--- config.mk ---
export PLATFORM = sky130hd
export DESIGN_NAME = register_file_mp
export DESIGN_NICKNAME = d
export VERILOG_FILES = /design/src/rtl/register_file_mp_pkg.sv /design/src/rtl/register_file_mp_scoreboard.sv /design/src/rtl/register_file_mp.sv
export SDC_FILE = /design/constraint.sdc
export NUM_CORES = 2
export LEC_CHECK = 0
export ABC_CLOCK_PERIOD_IN_PS = 9700
export CAP_MARGIN = 10
export CORE_ASPECT_RATIO = 0.75
export CORE_MARGIN = 4
export CORE_UTILIZATION = 68
export CTS_CLUSTER_DIAMETER = 30
export CTS_CLUSTER_SIZE = 8
export DETAILED_ROUTE_END_ITERATION = 10
export GPL_ROUTABILITY_DRIVEN = 1
export HOLD_SLACK_MARGIN = 0.08
export PLACE_DENSITY = 0.92
export SYNTH_ARGS = -nofsm -noshare
export SYNTH_HDL_FRONTEND = slang
export SYNTH_SLANG_ARGS = --single-unit
--- constraint.sdc ---
create_clock -name clk -period 9.7 [get_ports clk]
set_clock_uncertainty 0.2 [all_clocks]
set_input_delay 1.94 -clock clk [delete_from_list [all_inputs] [get_ports clk]]
set_output_delay 1.94 -clock clk [all_outputs]
set_load 0.05 [all_outputs]
--- src/rtl/register_file_mp_pkg.sv ---
// register_file_mp_pkg
// Shared types and constants for the multi-port register file with
// in-flight scoreboard. The struct types describe the grouped read, write,
// issue and output buses at the default geometry (REG_XLEN x REG_DEPTH,
// up to four read and two write ports). The top level flattens them to
// plain vector ports.
package register_file_mp_pkg;

    localparam int REG_XLEN    = 32;
    localparam int REG_DEPTH   = 32;
    localparam int REG_AW      = $clog2(REG_DEPTH);
    localparam int REG_NRD_MAX = 4;
    localparam int REG_NWR_MAX = 2;

    typedef struct packed {
        logic [REG_NRD_MAX-1:0]             rden;
        logic [REG_NRD_MAX-1:0][REG_AW-1:0] raddr;
    } register_mp_read_in_type;

    typedef struct packed {
        logic [REG_NWR_MAX-1:0]               wren;
        logic [REG_NWR_MAX-1:0][REG_AW-1:0]   waddr;
        logic [REG_NWR_MAX-1:0][REG_XLEN-1:0] wdata;
    } register_mp_write_in_type;

    typedef struct packed {
        logic              iss_en;
        logic [REG_AW-1:0] iss_addr;
    } register_mp_issue_in_type;

    typedef struct packed {
        logic [REG_NRD_MAX-1:0][REG_XLEN-1:0] rdata;
        logic [REG_NRD_MAX-1:0]               rrdy;
        logic [REG_AW:0]                      busy_cnt;
    } register_mp_out_type;

endpackage

--- src/rtl/register_file_mp_scoreboard.sv ---
// register_scoreboard
// One busy bit per register entry: set when an instruction targeting the
// entry issues, cleared when any write port retires to it. Issue beats
// writeback on the same entry in the same edge, because the newly issued
// producer supersedes the one that is retiring. Entry 0 is never busy.
// Ports:
//   clk, rst          clock, asynchronous active-low reset
//   wren, waddr       write-port enables / addresses (clear sources)
//   iss_en, iss_addr  issue strobe / destination (set source)
//   busy              current busy bits, one per entry
//   busy_cnt          registered population count of busy
module register_scoreboard
    import register_file_mp_pkg::*;
#(
    parameter int DEPTH = REG_DEPTH,
    parameter int NWR   = 1,
    parameter int AW    = $clog2(DEPTH)
) (
    input  logic              clk,
    input  logic              rst,
    input  logic [NWR-1:0]    wren,
    input  logic [NWR*AW-1:0] waddr,
    input  logic              iss_en,
    input  logic [AW-1:0]     iss_addr,
    output logic [DEPTH-1:0]  busy,
    output logic [AW:0]       busy_cnt
);

    logic [DEPTH-1:0] busy_nxt;

    function automatic logic [AW:0] popcount(input logic [DEPTH-1:0] v);
        logic [AW:0] c;
        c = '0;
        for (int i = 0; i < DEPTH; i++) begin
            c = c + {{AW{1'b0}}, v[i]};
        end
        return c;
    endfunction

    always_comb begin
        busy_nxt = busy;
        for (int w = 0; w < NWR; w++) begin
            if (wren[w]) begin
                busy_nxt[waddr[w*AW +: AW]] = 1'b0;
            end
        end
        // Set is applied after clear so it wins on a collision.
        if (iss_en && iss_addr != '0) begin
            busy_nxt[iss_addr] = 1'b1;
        end
        busy_nxt[0] = 1'b0;
    end

    // The count is computed from the next-state vector so that it lands on
    // the same edge as the busy bits it describes.
    always_ff @(posedge clk or negedge rst) begin
        if (!rst) begin
            busy     <= '0;
            busy_cnt <= '0;
        end else begin
            busy     <= busy_nxt;
            busy_cnt <= popcount(busy_nxt);
        end
    end

endmodule

--- src/rtl/register_file_mp.sv ---
// register_file_mp
// Multi-port integer register file for the decode/writeback boundary.
// NRD combinational read ports, NWR synchronous write ports (higher port
// index wins on a same-address collision), entry 0 reads as zero and
// ignores writes. A scoreboard tracks in-flight destinations so each read
// port can report whether its operand is ready.
// Build option: define REGFILE_BYPASS_EN to forward same-cycle write data
// to matching read ports (adds a combinational wdata->rdata path).
// Ports:
//   clk, rst          clock, asynchronous active-low reset
//   rden, raddr       per-port read enable / address (port i at [i*AW +: AW])
//   rdata, rrdy       per-port read data / operand ready
//   wren, waddr, wdata  per-port write enable / address / data
//   iss_en, iss_addr  issue strobe / destination register
//   busy_cnt          number of entries currently busy
module register_file_mp
    import register_file_mp_pkg::*;
#(
    parameter int XLEN  = REG_XLEN,
    parameter int DEPTH = REG_DEPTH,
    parameter int NRD   = 2,
    parameter int NWR   = 1,
    localparam int AW   = $clog2(DEPTH)
) (
    input  logic                clk,
    input  logic                rst,
    input  logic [NRD-1:0]      rden,
    input  logic [NRD*AW-1:0]   raddr,
    output logic [NRD*XLEN-1:0] rdata,
    output logic [NRD-1:0]      rrdy,
    input  logic [NWR-1:0]      wren,
    input  logic [NWR*AW-1:0]   waddr,
    input  logic [NWR*XLEN-1:0] wdata,
    input  logic                iss_en,
    input  logic [AW-1:0]       iss_addr,
    output logic [AW:0]         busy_cnt
);

    logic [XLEN-1:0]  mem [DEPTH];
    logic [DEPTH-1:0] busy;
    logic [AW-1:0]    ra;

    register_scoreboard #(
        .DEPTH (DEPTH),
        .NWR   (NWR),
        .AW    (AW)
    ) u_scoreboard (
        .clk      (clk),
        .rst      (rst),
        .wren     (wren),
        .waddr    (waddr),
        .iss_en   (iss_en),
        .iss_addr (iss_addr),
        .busy     (busy),
        .busy_cnt (busy_cnt)
    );

    // Ports are visited in ascending order so the last (highest-index)
    // assignment to a shared address is the one that sticks.
    always_ff @(posedge clk or negedge rst) begin
        if (!rst) begin
            for (int i = 0; i < DEPTH; i++) begin
                mem[i] <= '0;
            end
        end else begin
            for (int w = 0; w < NWR; w++) begin
                if (wren[w] && waddr[w*AW +: AW] != '0) begin
                    mem[waddr[w*AW +: AW]] <= wdata[w*XLEN +: XLEN];
                end
            end
        end
    end

    // Reads are gated with rst so that forwarding cannot leak write-port
    // traffic onto rdata while reset is held.
    always_comb begin
        rdata = '0;
        rrdy  = '1;
        ra    = '0;
        for (int r = 0; r < NRD; r++) begin
            ra = raddr[r*AW +: AW];
            if (rst && rden[r] && ra != '0) begin
                rdata[r*XLEN +: XLEN] = mem[ra];
                rrdy[r]               = ~busy[ra];
`ifdef REGFILE_BYPASS_EN
                for (int w = 0; w < NWR; w++) begin
                    if (wren[w] && waddr[w*AW +: AW] == ra) begin
                        rdata[r*XLEN +: XLEN] = wdata[w*XLEN +: XLEN];
                        rrdy[r]               = 1'b1;
                    end
                end
`endif
            end
        end
    end

endmodule

==> metrics.cfg <==
[critical_path]
required_ns=7.56
slowest_stage=clkdlybuf4s50_1
crit_chain=buf_2 > buf_4 > and3_1 > buf_4 > buf_4 > a31oi_1 > a32oi_1 > clkdlybuf4s50_1
critPathMaxStageDelay_ns=0.90
startpoint_type=input port
crit_family=buffers and inverters
crit_buf_inv=5
cp-end-kind=output pin
cp_common_cell=buf_4
critical_path_arrival_ns=5.94
cp_max_fo=19
rr_worst_depth=19
path_class=input port to output pin
cp.depth=8

[clocking]
clock_sinks=1061
clock_latency_ns=0.78
cts_tree=built
cts_resized=0
path_clk_slew_ns=0.05
post-cts-setup-buffers=0
h-tree-depth=4
cts_buffers=178
cts_max_path_buffers=3
hold_buffers=0
cts-root-buf=clkbuf_16

[hold_path]
min_path_cells=0
hold_path_class=register to register

[timing]
fmax_mhz=123.7
post-route-period-util_pct=83.31
hold_viol=0
slew_violations=0
slew_headroom_pct=5.278
min_period_ns=8.081
worst_slack_ns=1.619
worst_pin_slew_ns=1.414
rsz0062_at_grt=no
fin_setup_tns_ns=0
final-setup-viol-count=0

[flow_run]
drv_cap=0

[synth]
yosysUniqueCellTypes=58
synth_most_common_cell=mux2_2
synth.net_count=4403
avgSynthCellArea_um2=13.52
syn-cell-area_um2=58320
syn_inst=4313
synthArstFlopShare_pct=100.0
synth_commonest_cells=mux2_2, dfrtp_1, mux2i_1
synth_area_leaders=dfrtp_1, mux2_2, mux4_2, mux2i_1, a22oi_1
synth-main-ff-cell=dfrtp_1
synth-edff-count=0
yosysTopAreaCellShare_pct=45.53
yosys_warnings=0
ys_ff_latch=1061
yosysTopAreaCell=dfrtp_1
seq_area_frac_synth_pct=45.53

[power]
p_leak_nw=29.21
switching_share_pct=30.73
p_sw_mw=5.137
peakVddDrop_uv=511.5
total_power_mw=16.72
p_clk_share_pct=36.6
seqPwrFrac_pct=36.3
p_per_area_nw_per_um2=255.1
combPwrFrac_pct=27.0
intPower_mw=11.58

[global_route]
grt_pass1_wl_um=296300
gr-total-overflow=0
grt_use_total_pct=44.27
grt_start_max_net_pins=155
grt_pass1_vias=45150
antenna_found_initial=14

[placement]
dp_hpwl_um=104300
port_buffers=129
place_ws_ns=1.400
gp_congestion=0.9632
dp_cells=5205

[die]
core_um2=84490
ioPinCount=130
rows=92
die_y_um=261.6
die-area_um2=90560
start_util_pct=69.02
die_x_um=346.2

[routing]
dr.pass1.iters=8
vias=42800
routed_wirelength_um=199100
drc_errors=0
wl_per_cell_um=36.23
viasPerCell=7.786
drt_first_iter_violations=6543
ant_nets=0

[final_layout]
area_growth_pct=12.38
final_nets=4348
multi_input_area_um2=29480
final_util_pct=77.56
fillers=4421
regArea_um2=26550
layout-drive-gt1-share_pct=41.62
fin_cells=5497

[run_status]
outcome=completed

[power by group through the flow]
stage	clock network, mW	registers, mW	logic (mW)
after floorplan	0	5.84	3.31
after global placement	0	5.94	4.11
after detailed placement	0	6.03	4.33
after CTS	6.11	6.03	4.48
after global routing	6.34	6.15	4.84
final	6.12	6.08	4.52
[path summary, 6_finish.rpt]
check | endpoint | slack, ns | startpoint
max | rdata[21] | 1.62 | raddr[4]
min | mem[999]$_DFFE_PN0P_ | 0.20 | mem[999]$_DFFE_PN0P_
max reg2reg | u_scoreboard.busy_cnt[4]$_DFF_PN0_ | 4.18 | u_scoreboard.busy[2]$_DFF_PN0_
min reg2reg | mem[999]$_DFFE_PN0P_ | 0.20 | mem[999]$_DFFE_PN0P_
max in group asynchronous | mem[719]$_DFFE_PN0P_ | 3.38 | rst
min in group asynchronous | mem[924]$_DFFE_PN0P_ | 0.94 | rst
[metrics by stage]
step / hold slack (ns) / area (µm²)
floorplan: 0.2413 / 58320
global placement: 0.1806 / 59790
detailed placement: 0.1861 / 59790
CTS: 0.1964 / 65490
global route: 0.2067 / 65510
finish: 0.1983 / 65540
[worst reg2reg max path, cell delays in order (launching register included)]
cell and delay, ns:
dfrtp_1 0.44, a22o_1 0.25, ha_1 0.29, inv_1 0.05, fa_1 0.47, inv_1 0.05, fa_1 0.49, fa_1 0.45
fa_1 0.50, inv_1 0.06, fa_1 0.49, inv_1 0.06, fa_1 0.51, ha_1 0.17, inv_1 0.08, fa_1 0.46
inv_1 0.08, a21o_1 0.11, a21oi_1 0.07, xnor2_1 0.13
[final cells by class]
class,instances,area share [%]
flip-flops and latches,1061,40.51
clock inverters,38,0.8248
inverters,53,0.3036
well taps,1128,2.154
multi-input cells,2736,44.98
repair buffers,228,3.318
clock buffers,242,7.862
diodes,11,0.04200
[flip-flops by register name, indices dropped and copies added, names as in the netlist]
name	flops
u_scoreboard.busy	31
mem	1024
u_scoreboard.busy_cnt	6
[cell families (layout without fill, tap and decap cells)]
group,after synthesis,after routing,share of synthesized area [%]
AND/OR/NAND/NOR,374,374,2.924
XOR/XNOR,3,3,0.04506
AO/OA/AOI/OAI,437,437,5.164
other,0,11,0
adder cells (fa/ha/maj),32,32,0.9827
multiplexers,1890,1890,41.09
buffers and inverters,516,561,4.263
flip-flops,1061,1061,45.53
[cells in the final DEF, fill, tap and decap left out, types with 7 or more instances in the layout]
cell type        instances
buf_12                  10
o21ai_0                 30
a22o_1                  11
nand2_1                203
mux4_2                 291
fa_1                    23
a221oi_1                14
nor2_4                  15
a22oi_1                154
nor2_1                   8
mux2_1                  17
nand3_1                 73
a32oi_1                 63
dfrtp_1               1061
mux2_2                1105
bufinv_16               12
ha_1                     9
clkdlybuf4s50_1        118
clkbuf_16              184
clkbuf_8                34
clkinv_2                12
inv_1                   52
clkinvlp_4               8
nand2_2                 14
a31oi_1                 50
a21oi_1                 96
buf_4                   91
nand3b_1                 7
diode_2                 11
mux2i_1                477
clkbuf_1                25
[per-layer routing]
metal | vias to the layer above | track usage, % | share of wire, %
li1 | 16140 | - | -
met1 | 21440 | 55.65 | 34
met2 | 3913 | 61.68 | 41
met3 | 1296 | 20.45 | 16
met4 | 18 | 29.75 | 8.4
met5 | - | 0.8896 | 0.12
Note: power is estimated with default switching activity, not from simulation.
